==> src/rtl/mdio_target.sv <==
// MDIO management target: samples MDC rises on clk, decodes 32-bit frames, serves a 32x16 register file.
// Define MDIO_TARGET_PREAMBLE_EN to require 32 consecutive 1s of preamble before each start of frame.
module mdio_target #(
  parameter logic [4:0] PHY_ADDR = 5'd1
) (
  input  logic        clk,
  input  logic        reset,
  input  logic        mdc,
  input  logic        mdio_in,
  output logic        mdio_out,
  output logic        mdio_oe,
  output logic        wr_valid,
  output logic [4:0]  wr_addr,
  output logic [15:0] wr_data,
  output logic        rd_valid,
  output logic        busy
);

  // In the preamble build S_IDLE doubles as the preamble hunt state.
  typedef enum logic [2:0] {
    S_IDLE, S_ST1, S_HDR, S_TA_RD, S_TX, S_TA_WR, S_RX, S_SKIP
  } state_t;

  state_t      state, state_n;
  logic        mdc_q, rise;
  logic [4:0]  bitn, bitn_n;
  logic [11:0] hdr, hdr_n;
  logic [4:0]  regad, regad_n;
  logic [15:0] sh, sh_n;
  logic        out_n, oe_n, wr_v_n, rd_v_n, busy_n, commit;
  logic [4:0]  wr_addr_n;
  logic [15:0] wr_data_n;
  logic [15:0] regs [32];
`ifdef MDIO_TARGET_PREAMBLE_EN
  logic [5:0]  pre_cnt, pre_n;
`endif

  assign rise = mdc & ~mdc_q;

  always_comb begin
    state_n   = state;
    bitn_n    = bitn;
    hdr_n     = hdr;
    regad_n   = regad;
    sh_n      = sh;
    out_n     = mdio_out;
    oe_n      = mdio_oe;
    wr_v_n    = 1'b0;
    rd_v_n    = 1'b0;
    wr_addr_n = wr_addr;
    wr_data_n = wr_data;
    commit    = 1'b0;
`ifdef MDIO_TARGET_PREAMBLE_EN
    pre_n     = pre_cnt;
`endif
    if (rise) begin
      bitn_n = bitn + 5'd1;
      case (state)
        S_IDLE: begin
`ifdef MDIO_TARGET_PREAMBLE_EN
          if (mdio_in) begin
            pre_n = (pre_cnt == 6'd32) ? pre_cnt : pre_cnt + 6'd1;
          end else begin
            if (pre_cnt == 6'd32) state_n = S_ST1;
            pre_n = '0;
          end
`else
          if (!mdio_in) state_n = S_ST1;
`endif
        end
        S_ST1: begin
          if (mdio_in) begin
            state_n = S_HDR;
            bitn_n  = 5'd2;
          end
        end
        S_HDR: begin
          hdr_n = {hdr[10:0], mdio_in};
          if (bitn == 5'd13) begin
            // hdr_n = {OP[1:0], PHYAD[4:0], REGAD[4:0]}; read data is snapshotted here
            regad_n = hdr_n[4:0];
            sh_n    = regs[hdr_n[4:0]];
            if (hdr_n[9:5] != PHY_ADDR)  state_n = S_SKIP;
            else if (hdr_n[11:10] == 2'b10) state_n = S_TA_RD;
            else if (hdr_n[11:10] == 2'b01) state_n = S_TA_WR;
            else                          state_n = S_SKIP;
          end
        end
        S_TA_RD: begin
          if (bitn == 5'd14) begin
            oe_n  = 1'b1;
            out_n = 1'b0;
          end else begin
            out_n   = sh[15];
            sh_n    = {sh[14:0], 1'b0};
            state_n = S_TX;
          end
        end
        S_TX: begin
          if (bitn == 5'd31) begin
            oe_n    = 1'b0;
            out_n   = 1'b0;
            rd_v_n  = 1'b1;
            state_n = S_IDLE;
          end else begin
            out_n = sh[15];
            sh_n  = {sh[14:0], 1'b0};
          end
        end
        S_TA_WR: begin
          if (bitn == 5'd15) state_n = S_RX;
        end
        S_RX: begin
          sh_n = {sh[14:0], mdio_in};
          if (bitn == 5'd31) begin
            commit    = 1'b1;
            wr_addr_n = regad;
            wr_data_n = sh_n;
            wr_v_n    = 1'b1;
            state_n   = S_IDLE;
          end
        end
        S_SKIP: begin
          if (bitn == 5'd31) state_n = S_IDLE;
        end
        default: state_n = S_IDLE;
      endcase
    end
    busy_n = (state_n != S_IDLE) && (state_n != S_ST1);
  end

  always_ff @(posedge clk) begin
    if (reset) begin
      mdc_q    <= 1'b0;
      state    <= S_IDLE;
      bitn     <= '0;
      hdr      <= '0;
      regad    <= '0;
      sh       <= '0;
      mdio_out <= 1'b0;
      mdio_oe  <= 1'b0;
      wr_valid <= 1'b0;
      wr_addr  <= '0;
      wr_data  <= '0;
      rd_valid <= 1'b0;
      busy     <= 1'b0;
`ifdef MDIO_TARGET_PREAMBLE_EN
      pre_cnt  <= '0;
`endif
    end else begin
      mdc_q    <= mdc;
      state    <= state_n;
      bitn     <= bitn_n;
      hdr      <= hdr_n;
      regad    <= regad_n;
      sh       <= sh_n;
      mdio_out <= out_n;
      mdio_oe  <= oe_n;
      wr_valid <= wr_v_n;
      wr_addr  <= wr_addr_n;
      wr_data  <= wr_data_n;
      rd_valid <= rd_v_n;
      busy     <= busy_n;
`ifdef MDIO_TARGET_PREAMBLE_EN
      pre_cnt  <= pre_n;
`endif
    end
  end

  always_ff @(posedge clk) begin
    if (reset) begin
      for (int unsigned i = 0; i < 32; i++) regs[i] <= '0;
    end else if (commit) begin
      regs[regad] <= wr_data_n;
    end
  end

endmodule

==> config.mk <==
export PLATFORM = sky130hd
export DESIGN_NAME = mdio_target
export DESIGN_NICKNAME = d
export VERILOG_FILES = /design/src/rtl/mdio_target.sv
export SDC_FILE = /design/constraint.sdc
export NUM_CORES = 1
export LEC_CHECK = 0
export CAP_MARGIN = 20
export CELL_PAD_IN_SITES_DETAIL_PLACEMENT = 0
export CELL_PAD_IN_SITES_GLOBAL_PLACEMENT = 1
export CORE_MARGIN = 3
export CORE_UTILIZATION = 40
export CTS_BUF_LIST = sky130_fd_sc_hd__clkbuf_4
export DETAILED_ROUTE_END_ITERATION = 10
export PLACE_DENSITY = 0.75
export SLEW_MARGIN = 20
export SYNTH_ARGS = -nofsm -noshare
export SYNTH_HDL_FRONTEND = slang
export SYNTH_SLANG_ARGS = --single-unit
==> constraint.sdc <==
create_clock -name clk -period 3.8 [get_ports clk]
set_clock_uncertainty 0.05 [all_clocks]
set_input_delay 0.95 -clock clk [delete_from_list [all_inputs] [get_ports clk]]
set_output_delay 0.95 -clock clk [all_outputs]
set_load 0.01 [all_outputs]
[After elaboration in Yosys (flattened, before gate mapping)]
Memories as Yosys holds them, arrays and structs flattened.
Index checks and enable logic that the tools add are counted.
W data, S select, Z words.
Word-level totals
  bits in registers: 67
  bits in writable memories: 512
  bits of input ports: 4
  output and inout port bits: 26
  logic and storage cells: 90
  memories kept: 1
Operators by class
  add/subtract/negate cells: 1
  equality and inequality tests: 20
  mux-type cells: 37
  bitwise gates (word level): 4
  reductions and logical operators: 14
Memory list
  regs: words 32, bits a word 16, rd ports 1, clocked after memory_dff 0, write ports 32, RTL line 33  | logic [15:0] regs [32];
Operator list (count)
  $mux W16: 7
  $pmux W16 S4: 1
  $mux W3: 9
  $pmux W3 S6: 1
  $reduce_or A16 Y1: 1
  $eq A5 B4 Y1 const B: 3
  $mux W5: 3
  $mux W1: 13
  $eq A3 B3 Y1 const B: 4
  $ne A2 B2 Y1 const B: 5
  $eq A3 B2 Y1 const B: 2
  $reduce_and A3 Y1: 2
  $reduce_or A3 Y1: 2
  $add A5 B1 Y5 const B: 1
  $eq A5 B5 Y1 const B: 1
  $ne A5 B1 Y1 const B: 1
  $reduce_and A5 Y1: 1
  $pmux W1 S2: 2
  $reduce_and A2 Y1: 2
  $reduce_and A4 Y1: 1
  $reduce_bool A4 Y1: 1
  $eq A3 B1 Y1 const B: 1
  $logic_not A3 Y1: 1
  $ne A3 B1 Y1 const B: 1
  other kinds (8): 10

[Longest topological paths before layout]
  depth after elaboration: 9
  mapped depth: 11
  depth with buffers taken out: 8

[Worst setup path after synthesis]
OpenSTA, ideal clock, no wires.
  kind: input port to flip-flop
  start: in mdc
  end: mem regs[0][0], enable pin
  setup time: 0.372 ns
  arrival time: 2.774 ns
  data required time: 3.378 ns
  path slack: 0.605 ns
  stages: 7
  path buffers: 2
  cell sequence: nand2b_1 > or3_1 > buf_2 > nor4_4 > nand2_2 > clkbuf_1 > nand2_1
RTL lines
  from (decl): RTL line 8  | input logic mdc,
  to (decl): RTL line 33

==> results.md <==
- CP Data Arrival Time: 3.76 ns
- Max_cap viols: 0
- Core ar.: 62200 um2
- 1st-pass router iterations: 6
- Count of input and output buffers: 29
- Final estimated routing congestion in global placement: 0.882
- Setup TNS: 0 ns
- Fillers: 5610
- Final ANT Viol Nets: 0
- Total Power: 13300 uW
- Sequential fraction of the synthesis area: 65.9%
- CP Class: flop to flop
- Global-route wire length before repair: 105 mm
- Crit path time final: 3.14 ns
- I/O pin cnt: 30
- GRT Overall Usage: 21.2%
- Via count: 17097
- Routed WL: 69.9 mm
- CTS tree: built
- CTS resizes: 0
- Detailed placer's ending HPWL: 44.5 mm
- R2r setup slk: 0.66 ns
- Number of global-route vias before repair: 17249
- Std-Cell Rows: 91
- Hold Crit Class: input pin to flop
- CTS Root Cell: clkbuf_4
- Final Max Slew Viols: 0
- RSZ-0062 raised after global routing: no
- Iteration-0 DRC count of the detailed router: 1838
- Crit path capture type: flop
- Die height: 258 um
- Critical path destination: regs[18][4]
- Status: finished, final reports clean
- Setup violations, final: 0
- Clk pin slew, worst setup/hold paths: 0.07 ns
- Crit-path slowest cell: or3_2
- Worst-path maximum fanout: 11
- Cells along the critical path: ha_1 > and3_1 > ha_1 > nand2b_1 > or3_2 > nor4b_2 > buf_4 > nand2_1 > nand2_1 > buf_12
- Post-synth cell types: 43
- Crit start category: flop
- DR WL met2: 34.1 mm
- Starting density of the core: 40.8%
- Worst Path Required: 4.41 ns
- Tcrit/Tclk final: 82.7%
- Residual DRC count: 0
- DR vias/cell: 5.50
- Pin slew with the least headroom to its limit: 1.04 ns
- Worst setup path startpoint: bitn[0]
- F_max: 0.318 GHz
- Metal-1 WL: 28.2 mm
- R2R cell count: 10
- Reg-to-Reg End: regs[18][4]
- Die Wd: 258 um
- Skew-Pair Late Insertion Delay: 1.01 ns
- Max Used Layer: met4
- Mapped Cells: 2011
- Die ar.: 66400 um2
- Nets: 2166
- CTS Buffer Depth: 3
- H-tree Lvls: 4
- Post-Synthesis Cell Area: 25400 um2
- Final hold vios: 0
- Gr ovfl total: 0
- Area Overhead vs Synth: 16.5%
- Initial antenna violation count: 2
- Number of CTS-inserted buffers: 150
- Fraction of layout cells with a size suffix above 1: 28.4%
- Setup Fix Bufs, Post-CTS: 0
- Multi-input gate area: 8090 um2
- Synth top area share: 60.6%
- Yosys reg bits: 579
- Leak: 0.00953 uW
- Syn Nets: 2020
- Met3 wire len: 5.46 mm
- Peak supply drop: 0.000304 V
- Largest net degree at the start of global routing: 50
- Hold bufs inserted after CTS: 0
- Synthesized area per cell: 12.6 um2
- Sequential cell area: 16700 um2
- Post-synth top area cell: edfxtp_1
- Yosys warning total: 0
- Worst R2R Start: bitn[0]
- Sink Count: 579
- PD cells: 452 nW/um2
- Worst slew margin: 30.5%
- CP peak stage delay: 0.54 ns
- Synth top area cells: edfxtp_1 61%, nor2_1 8.5%, mux2_2 8.1%
- Routed WL per cell: 22.5 um
-- routing by layer --
layer	up-vias	GRT usage [%]
li1	7678	-
met1	8572	27.7
met2	712	34.2
met3	135	5.18
met4	0	8.39
met5	-	0
-- through the flow --
step / hold slack, ns / std cells / instance area, um2 / worst slack (ns) / util (%)
6_report: 0.343 / 3107 / 29500 / 0.656 / 47.5
5_1_grt: 0.308 / 3105 / 29500 / 0.472 / 47.5
4_1_cts: 0.248 / 3101 / 29500 / 0.600 / 47.5
3_5_place_dp: 0.403 / 2842 / 27600 / 0.313 / 44.3
3_3_place_gp: 0.396 / 2842 / 27600 / 0.299 / 44.3
2_1_floorplan: 0.365 / 2011 / 25400 / 0.605 / -
-- registers in the layout (all words and copies together), names as in the netlist, 3 cells and up --
signal,flops
state,3
sh,16
wr_data,16
regs,512
hdr,11
bitn,5
regad,5
wr_addr,5
-- placed cells by master (no fill, tap or decap), types with 3 or more instances in the layout --
cell,count
mux4_2,37
nand2b_1,8
mux2i_1,31
or2_2,4
o22ai_1,93
a21o_1,3
nand2_2,8
edfxtp_1,512
a221oi_1,3
ha_1,5
buf_12,23
nor2_1,572
o41ai_1,14
dfxtp_1,65
inv_2,3
nand2_1,83
or3_1,3
nor3_1,67
nor2b_1,3
bufinv_16,5
clkdlybuf4s50_1,27
clkinv_1,25
and3_1,5
mux2i_4,16
diode_2,6
nor4b_1,3
nor4_1,4
a32oi_1,15
nand4b_1,6
clkbuf_4,217
inv_1,5
clkinvlp_4,5
buf_4,126
a21oi_1,29
mux2_2,183
clkinv_2,5
o21ai_0,23
nor3b_1,4
-- logic make-up after synthesis --
family,after synthesis,share of synthesized area [%]
compound gates,186,4.71
fa+ha+maj,5,0.247
buf+inv,189,3.02
flops,579,65.9
mux,267,13.3
simple gates,785,12.8
-- synthesized netlist by cell type --
cell type,n
nor2b_1,3
a21o_1,3
nand4b_1,6
o32ai_1,1
nand2b_1,10
nor3_1,67
o21ai_0,23
o41ai_1,14
or2_2,4
nor3b_1,4
nand2_2,8
dfxtp_1,67
o22ai_1,93
nor4_4,1
nor4_1,4
buf_2,45
mux2_2,183
o2bb2ai_1,1
a211oi_1,1
clkbuf_1,126
and4b_1,1
o31ai_1,2
and3_1,5
inv_1,6
or4_1,1
or3b_2,1
nand3_1,2
a32oi_1,15
nand3b_1,2
mux4_2,37
and4_1,1
edfxtp_1,512
and3b_1,1
buf_1,12
or3_1,4
ha_1,5
o221ai_1,1
nand2_1,83
a21oi_1,29
nor4b_1,5
nor2_1,572
mux2i_1,47
a221oi_1,3
-- critical path, delay by kind of cell, from the launching register on --
kind                       cells  cell delay, ns
DFF                            1            0.42
buffers and inverters          2            0.44
adders and majority gates      2            0.38
and+or+nand+nor                6            1.50
-- cell type report --
cell class                      instances  share of cell area [%]
Multi-Input combinational cell       1243                    27.4
Antenna cell                            6                  0.0509
Clock inverter                         42                    1.06
Inverter                                6                  0.0763
Tap cell                              837                    3.55
Clock buffer                          217                    5.52
Timing Repair Buffer                  177                    5.70
Sequential cell                       579                    56.6
-- worst min path at each step --
stage | to | cells after the start | startpoint
after floorplan | rd_valid | 1 | mdc_q
after global placement | mdio_out | 2 | mdio_out
after detailed placement | rd_valid | 1 | mdc_q
after CTS | hdr[3] | 2 | reset
after global routing | hdr[3] | 2 | reset
final | wr_data[0] | 2 | reset
-- power breakdown --
group / switching (uW) / internal, uW
Clock: 2560 / 2960
Sequential: 82.2 / 7180
Combinational: 331 / 235
(Power assumes the default switching activity.)
